==> config.mk <==
export PLATFORM = sky130hd
export DESIGN_NAME = jtcop_sndcmd
export DESIGN_NICKNAME = d
export VERILOG_FILES = /design/src/rtl/jtcop_sndcmd_pkg.sv /design/src/rtl/jtcop_sndcmd_fifo.sv /design/src/rtl/jtcop_sndcmd.sv
export SDC_FILE = /design/constraint.sdc
export NUM_CORES = 1
export LEC_CHECK = 0
export CAP_MARGIN = 20
export CORE_ASPECT_RATIO = 0.8
export CORE_MARGIN = 2
export CORE_UTILIZATION = 35
export CTS_CLUSTER_DIAMETER = 80
export DETAILED_ROUTE_END_ITERATION = 8
export DONT_BUFFER_PORTS = 1
export GPL_ROUTABILITY_DRIVEN = 0
export PLACE_DENSITY = 0.58
export SETUP_SLACK_MARGIN = 0.1
export SLEW_MARGIN = 20
export SYNTH_ARGS = -nofsm -noshare
export SYNTH_HDL_FRONTEND = slang
export SYNTH_SLANG_ARGS = --single-unit
==> constraint.sdc <==
create_clock -name clk -period 3.7 [get_ports clk]
set_input_delay 0.74 -clock clk [delete_from_list [all_inputs] [get_ports clk]]
set_output_delay 0.74 -clock clk [all_outputs]
set_load 0.01 [all_outputs]
==> src/rtl/jtcop_sndcmd_pkg.sv <==
// Shared types and constants for the main-CPU sound command transmitter.
package jtcop_sndcmd_pkg;

  typedef enum logic [1:0] {
    StIdle,
    StReq,
    StWait
  } state_e;

  localparam int unsigned ST_BUSY = 7;
  localparam int unsigned ST_FULL = 6;
  localparam int unsigned ST_OVF  = 5;
  localparam int unsigned ST_TMO  = 4;
  localparam int unsigned CNT_W   = 4;

  // Clamp a FIFO fill level into the status count field.
  function automatic logic [CNT_W-1:0] sat_count(input logic [31:0] c);
    if (c > 32'd15) return 4'hf;
    return c[CNT_W-1:0];
  endfunction

endpackage

==> src/rtl/jtcop_sndcmd_fifo.sv <==
// Small synchronous first-word-fall-through byte FIFO for queued sound commands.
module jtcop_sndcmd_fifo #(
  parameter int unsigned FIFO_AW = 2
) (
  input  logic             clk,
  input  logic             rstn,
  input  logic             i_push,
  input  logic             i_pop,
  input  logic [7:0]       i_din,
  output logic [7:0]       o_dout,
  output logic             o_full,
  output logic             o_empty,
  output logic [FIFO_AW:0] o_count
);

  localparam int unsigned DEPTH = 1 << FIFO_AW;
  localparam logic [FIFO_AW:0] FULL_CNT = (FIFO_AW + 1)'(DEPTH);

  logic [7:0]         r_mem [DEPTH];
  logic [FIFO_AW-1:0] r_wr_ptr;
  logic [FIFO_AW-1:0] r_rd_ptr;
  logic [FIFO_AW:0]   r_count;
  logic               w_do_push;
  logic               w_do_pop;

  assign o_full    = (r_count == FULL_CNT);
  assign o_empty   = (r_count == '0);
  assign o_count   = r_count;
  assign o_dout    = r_mem[r_rd_ptr];
  assign w_do_pop  = i_pop & ~o_empty;
  // A push into a full FIFO only fits if the head leaves in the same cycle.
  assign w_do_push = i_push & (~o_full | w_do_pop);

  always_ff @(posedge clk) begin
    if (w_do_push) r_mem[r_wr_ptr] <= i_din;
  end

  always_ff @(posedge clk) begin
    if (!rstn) begin
      r_wr_ptr <= '0;
      r_rd_ptr <= '0;
      r_count  <= '0;
    end else begin
      if (w_do_push) r_wr_ptr <= r_wr_ptr + FIFO_AW'(1);
      if (w_do_pop)  r_rd_ptr <= r_rd_ptr + FIFO_AW'(1);
      if (w_do_push && !w_do_pop)      r_count <= r_count + (FIFO_AW + 1)'(1);
      else if (!w_do_push && w_do_pop) r_count <= r_count - (FIFO_AW + 1)'(1);
    end
  end

endmodule

==> src/rtl/jtcop_sndcmd.sv <==
// Main-CPU sound command sender: queues CPU bytes, presents them on latch with
// an snreq pulse and waits for the sound CPU's latch-read acknowledge.
module jtcop_sndcmd
  import jtcop_sndcmd_pkg::*;
#(
  parameter int unsigned FIFO_AW = 2,
  parameter int unsigned REQLEN  = 4,
  parameter int unsigned TOW     = 16
) (
  input  logic       clk,
  input  logic       rstn,
  input  logic       cpu_cs,
  input  logic       cpu_rnw,
  input  logic [7:0] cpu_dout,
  input  logic       st_rd,
  output logic [7:0] st_dout,
  input  logic       snd_ack,
  output logic [7:0] latch,
  output logic       snreq
);

  localparam int unsigned CW = (REQLEN > 1) ? $clog2(REQLEN) : 1;
  localparam logic [CW-1:0] REQ_LOAD = CW'(REQLEN - 1);

  state_e           r_state, w_state_d;
  logic [7:0]       r_latch, w_latch_d;
  logic             r_snreq, w_snreq_d;
  logic [CW-1:0]    r_cnt, w_cnt_d;
  logic             r_ack_seen, w_ack_seen_d;
  logic [TOW-1:0]   r_tmo_cnt, w_tmo_cnt_d;
  logic             r_tmo, w_tmo_d;
  logic             r_ovf, w_ovf_d;
  logic             r_wr_l, r_ack_l, r_st_rd_l;

  logic             w_wr, w_push, w_pop, w_ack_rise, w_st_clr, w_tmo_set;
  logic [7:0]       w_fifo_dout;
  logic             w_full, w_empty, w_busy;
  logic [FIFO_AW:0] w_count;
  logic [TOW-1:0]   w_tmo_inc;

  assign w_wr       = cpu_cs & ~cpu_rnw;
  assign w_push     = w_wr & ~r_wr_l;
  assign w_ack_rise = snd_ack & ~r_ack_l;
  assign w_st_clr   = st_rd & ~r_st_rd_l;
  assign w_tmo_inc  = r_tmo_cnt + TOW'(1);

  jtcop_sndcmd_fifo #(
    .FIFO_AW (FIFO_AW)
  ) u_fifo (
    .clk     (clk),
    .rstn    (rstn),
    .i_push  (w_push),
    .i_pop   (w_pop),
    .i_din   (cpu_dout),
    .o_dout  (w_fifo_dout),
    .o_full  (w_full),
    .o_empty (w_empty),
    .o_count (w_count)
  );

  always_comb begin
    w_state_d    = r_state;
    w_latch_d    = r_latch;
    w_snreq_d    = r_snreq;
    w_cnt_d      = r_cnt;
    w_ack_seen_d = r_ack_seen;
    w_tmo_cnt_d  = r_tmo_cnt;
    w_pop        = 1'b0;
    w_tmo_set    = 1'b0;
    unique case (r_state)
      StIdle: begin
        if (!w_empty) begin
          w_pop     = 1'b1;
          w_latch_d = w_fifo_dout;
          w_snreq_d = 1'b1;
          w_cnt_d   = REQ_LOAD;
          w_state_d = StReq;
        end
      end
      StReq: begin
        // An ack arriving while snreq is still high is remembered for WAIT.
        if (w_ack_rise) w_ack_seen_d = 1'b1;
        if (r_cnt == '0) begin
          w_snreq_d   = 1'b0;
          w_tmo_cnt_d = '0;
          w_state_d   = StWait;
        end else begin
          w_cnt_d = r_cnt - CW'(1);
        end
      end
      StWait: begin
        if (w_ack_rise || r_ack_seen) begin
          w_ack_seen_d = 1'b0;
          w_state_d    = StIdle;
        end else if (w_tmo_inc == '1) begin
          w_tmo_set = 1'b1;
          w_state_d = StIdle;
        end else begin
          w_tmo_cnt_d = w_tmo_inc;
        end
      end
      default: w_state_d = StIdle;
    endcase
  end

  // Sticky flags: a set in the same cycle as the status-read clear wins.
  assign w_ovf_d = (r_ovf & ~w_st_clr) | (w_push & w_full & ~w_pop);
  assign w_tmo_d = (r_tmo & ~w_st_clr) | w_tmo_set;

  always_ff @(posedge clk) begin
    if (!rstn) begin
      r_state    <= StIdle;
      r_latch    <= '0;
      r_snreq    <= 1'b0;
      r_cnt      <= '0;
      r_ack_seen <= 1'b0;
      r_tmo_cnt  <= '0;
      r_tmo      <= 1'b0;
      r_ovf      <= 1'b0;
      r_wr_l     <= 1'b0;
      r_ack_l    <= 1'b0;
      r_st_rd_l  <= 1'b0;
    end else begin
      r_state    <= w_state_d;
      r_latch    <= w_latch_d;
      r_snreq    <= w_snreq_d;
      r_cnt      <= w_cnt_d;
      r_ack_seen <= w_ack_seen_d;
      r_tmo_cnt  <= w_tmo_cnt_d;
      r_tmo      <= w_tmo_d;
      r_ovf      <= w_ovf_d;
      r_wr_l     <= w_wr;
      r_ack_l    <= snd_ack;
      r_st_rd_l  <= st_rd;
    end
  end

  assign w_busy  = (r_state != StIdle) | ~w_empty;
  assign latch   = r_latch;
  assign snreq   = r_snreq;
  assign st_dout = {w_busy, w_full, r_ovf, r_tmo, sat_count(32'(w_count))};

endmodule

==> results.txt <==
----------------------------------------------------
[Run status]
  Status ... completed

[Power]
  Sequential fraction of design power ... 0.443
  Total power draw ... 0.00244 W
  Switch Pwr ... 0.000748 W
  Internal ... 0.00169 W
  Lkg Pwr ... 1.30 nW
  Power density of the placed cells ... 652 nW/um^2
  Comb power frac ... 0.202
  Clock power frac ... 0.355
  Net switching fraction of the power ... 0.306
  Max IR drop VDD ... 0.365 mV

[Route]
  Routed Wire Length ... 7010 microns
  Post-DR vias/cell ... 5.37
  Drc violations ... 0
  Total via count in the routed design ... 2320
  1st-iter DRT viols ... 166
  Number of nets still failing antenna checks after routing ... 0
  Routed len/inst ... 16.2 microns
  Number of search-and-repair iterations in the first detailed-routing pass ... 5

[Setup path]
  Critical Path Sink Type ... flip-flop
  Cell family with most CP delay ... simple AND/OR/NAND/NOR gates
  CP Launch Type ... flip-flop
  Critical path's slowest cell ... sky130_fd_sc_hd__dfxtp_1
  Critical path cell sequence ... ha_1, nand3_1, nor4_2, xnor2_1, or4_4, o21a_1, nand2b_1, a22o_1
  Crit path arrival time ... 3.10 ns
  Worst path max stage delay ... 0.49 ns
  WP data required ... 3.92 ns
  Number of buffer and inverter instances along the worst setup path ... 0
  Max FO, Critical Path ... 11
  Category of the most critical setup path ... flip-flop to flip-flop

[Placed design]
  I/O Buffers ... 0
  Place WS ... 0.723 ns
  Area after DPL ... 3440 sq um
  Placed Cells ... 416
  Sum of net half-perimeters after detailed placement ... 4900 microns

[STA]
  Worst-case headroom to the max-slew limit ... 0.570
  Min cycle time layout ... 2.88 ns
  Number of max-slew violations in the final report ... 0
  Accumulated negative setup slack ... 0 ns
  Final clock skew ... 0.00906 ns
  Number of hold violations in the final report ... 0
  FMAX ... 347 MHz
  Final number of setup-violating endpoints ... 0
  Unrepaired setup endpoints after global routing ... no
  Slew at the pin with the worst max-slew slack ... 0.645 ns
  Final critical-path setup slack ... 0.816 ns
  Final critical-path share of the clock period ... 0.779

[Die]
  Chip height ... 92.1 microns
  Chip Width ... 114 microns
  FP Rows ... 32
  IO Count ... 31
  Placeable core region ... 9530 sq um
  Floorplan die area ... 10500 sq um
  Initial Util ... 0.356

[Finish]
  Share of final-layout standard cells stronger than drive strength 1 ... 0.0990
  Commonest cells after routing, fill and taps aside ... sky130_fd_sc_hd__dfxtp_1 (42), sky130_fd_sc_hd__nand2_1 (35), sky130_fd_sc_hd__edfxtp_1 (32), sky130_fd_sc_hd__nor2_1 (24), sky130_fd_sc_hd__a21oi_1 (19)
  # diodes ... 0
  Layout Area Growth over Synthesis ... 10.4%
  Most common library cell in the layout ignoring fill and taps ... sky130_fd_sc_hd__dfxtp_1
  Final layout net count ... 331
  Count of placed standard cells in the final layout, fillers left out ... 432
  Post-route cell area ... 3750 sq um

[Clocking]
  CTS H-tree depth ... 3
  Post-CTS setup buffer count ... 0
  Number of buffers between clock root and the deepest sink ... 2
  CTS tree ... built
  Clk pin slew, worst setup/hold paths ... 0.06 ns
  Cts repair resizes ... 0
  Later-pin clock latency in the skew report ... 0.32 ns
  CTS hold repair buffers ... 0
  CTS root buffer ... sky130_fd_sc_hd__clkbuf_16
  Clock sink total ... 74
  TritonCTS Buffers ... 9

[Synthesis]
  Mean post-synth cell area ... 10.7 sq um
  Number of warnings issued by yosys ... 0
  Count of cell types in the netlist ... 53
  Mapped Area ... 3390 sq um
  Count of flip-flops with a built-in enable after synthesis ... 32
  Main synth FF type ... sky130_fd_sc_hd__dfxtp_1
  Post-synthesis register bit count ... 74
  Net count after synthesis ... 339
  Number of standard cells after synthesis ... 316
  Async set-or-reset flop fraction in the synthesized netlist ... 0
  Post-synthesis sequential area ratio ... 0.531

[Global routing]
  Via count of the first global-routing pass ... 2148
  Pin count of the biggest net entering global routing ... 27
  First-pass GRT wire length ... 11500 microns
  Remaining Overflow, GRT ... 0
  GRT Total Usage ... 0.143
  Number of antenna violations at the first check in global routing ... 0

[Flow run]
  Max-Cap Viols ... 0

[Hold path]
  Hold crit path type ... flip-flop to flip-flop

----------------------------------------------------
[metrics by stage]
step,utilization,hold slack (ns)
after floorplan,-,0.441
after global placement,0.361,0.458
after detailed placement,0.361,0.469
after CTS,0.393,0.480
after global routing,0.393,0.482
final,0.393,0.473
[final timing paths]
path | from | to | slack [ns] | cells past startpoint
worst min register to register | r_cnt[0] | r_cnt[0] | 0.47 | 1
worst max register to register | r_tmo_cnt[0] | r_tmo_cnt[6] | 0.82 | 8
worst min-delay path | r_cnt[0] | r_cnt[0] | 0.47 | 1
worst max-delay path | r_tmo_cnt[0] | r_tmo_cnt[6] | 0.82 | 8
[layer usage]
metal,global-route usage,share of wire,up-vias
met5,0,0,-
met4,0.0478,0.013,0
met3,0.0502,0.085,7
met2,0.195,0.43,87
met1,0.209,0.47,1103
li1,-,-,1123
[power by group through the flow]
stage,Clock [W],Sequential (W),Combinational (W)
global placement,0,0.00110,0.000484
floorplan,0,0.00104,0.000442
detailed placement,0,0.00110,0.000494
CTS,0.000890,0.00109,0.000495
global route,0.000926,0.00110,0.000568
finish,0.000867,0.00108,0.000493
[cell families (layout without fill, tap and decap cells)]
logic type / after synthesis / count (layout) / share of synthesized area
AOI/OAI and AO/OA: 58 / 58 / 0.109
xor gates and xnor gates: 8 / 8 / 0.0206
adders and majority gates: 9 / 9 / 0.0354
buffers and inverters: 30 / 27 / 0.0439
DFF: 74 / 74 / 0.531
muxes: 13 / 13 / 0.0678
other: 1 / 1 / 0.00110
and+or+nand+nor: 123 / 123 / 0.191
[area by class of cell]
class / instances / area [sq um]
clock buffers: 9 / 225
inverters: 9 / 33.8
repair buffers: 2 / 15.0
multi-input cells: 212 / 1440
clock inverters: 7 / 77.6
fillers: 931 / 5780
well taps: 119 / 149
flip-flops and latches: 74 / 1800
[registers in the layout (all words and copies together) (netlist names)]
name             flops
u_fifo.r_rd_ptr      2
r_wr_l               1
u_fifo.o_count       3
snreq                1
r_state              2
r_ack_l              1
u_fifo.r_wr_ptr      2
r_cnt                2
u_fifo.r_mem        32
latch                8
r_tmo                1
r_st_rd_l            1
r_ovf                1
r_ack_seen           1
r_tmo_cnt           16
[cells in the mapped netlist, types with 2 or more instances]
cell | instances | share of area
sky130_fd_sc_hd__nor2b_1 | 7 | 0.013
sky130_fd_sc_hd__clkbuf_1 | 9 | 0.010
sky130_fd_sc_hd__xnor2_1 | 4 | 0.010
sky130_fd_sc_hd__clkinv_1 | 2 | 0.0022
sky130_fd_sc_hd__nand4_1 | 6 | 0.011
sky130_fd_sc_hd__a22o_1 | 8 | 0.021
sky130_fd_sc_hd__edfxtp_1 | 32 | 0.28
sky130_fd_sc_hd__nor4_2 | 2 | 0.0074
sky130_fd_sc_hd__buf_4 | 6 | 0.013
sky130_fd_sc_hd__buf_2 | 5 | 0.0074
sky130_fd_sc_hd__mux2i_1 | 5 | 0.015
sky130_fd_sc_hd__o21ai_0 | 10 | 0.015
sky130_fd_sc_hd__a31oi_1 | 5 | 0.0092
sky130_fd_sc_hd__nor2_1 | 24 | 0.027
sky130_fd_sc_hd__o22ai_1 | 3 | 0.0055
sky130_fd_sc_hd__and3_1 | 4 | 0.0074
sky130_fd_sc_hd__nand2_1 | 35 | 0.039
sky130_fd_sc_hd__nor3b_1 | 4 | 0.0088
sky130_fd_sc_hd__inv_1 | 7 | 0.0077
sky130_fd_sc_hd__ha_1 | 8 | 0.029
sky130_fd_sc_hd__and3b_1 | 2 | 0.0052
sky130_fd_sc_hd__a211oi_1 | 2 | 0.0044
sky130_fd_sc_hd__a21oi_1 | 19 | 0.028
sky130_fd_sc_hd__xor2_1 | 4 | 0.010
sky130_fd_sc_hd__nand3_1 | 6 | 0.0088
sky130_fd_sc_hd__dfxtp_1 | 42 | 0.25
sky130_fd_sc_hd__nor3_1 | 8 | 0.012
sky130_fd_sc_hd__mux4_2 | 8 | 0.053
sky130_fd_sc_hd__nand2b_1 | 8 | 0.015
sky130_fd_sc_hd__and2_1 | 6 | 0.011
sky130_fd_sc_hd__or3_1 | 3 | 0.0055
Note: power is estimated with default switching activity, not from simulation.
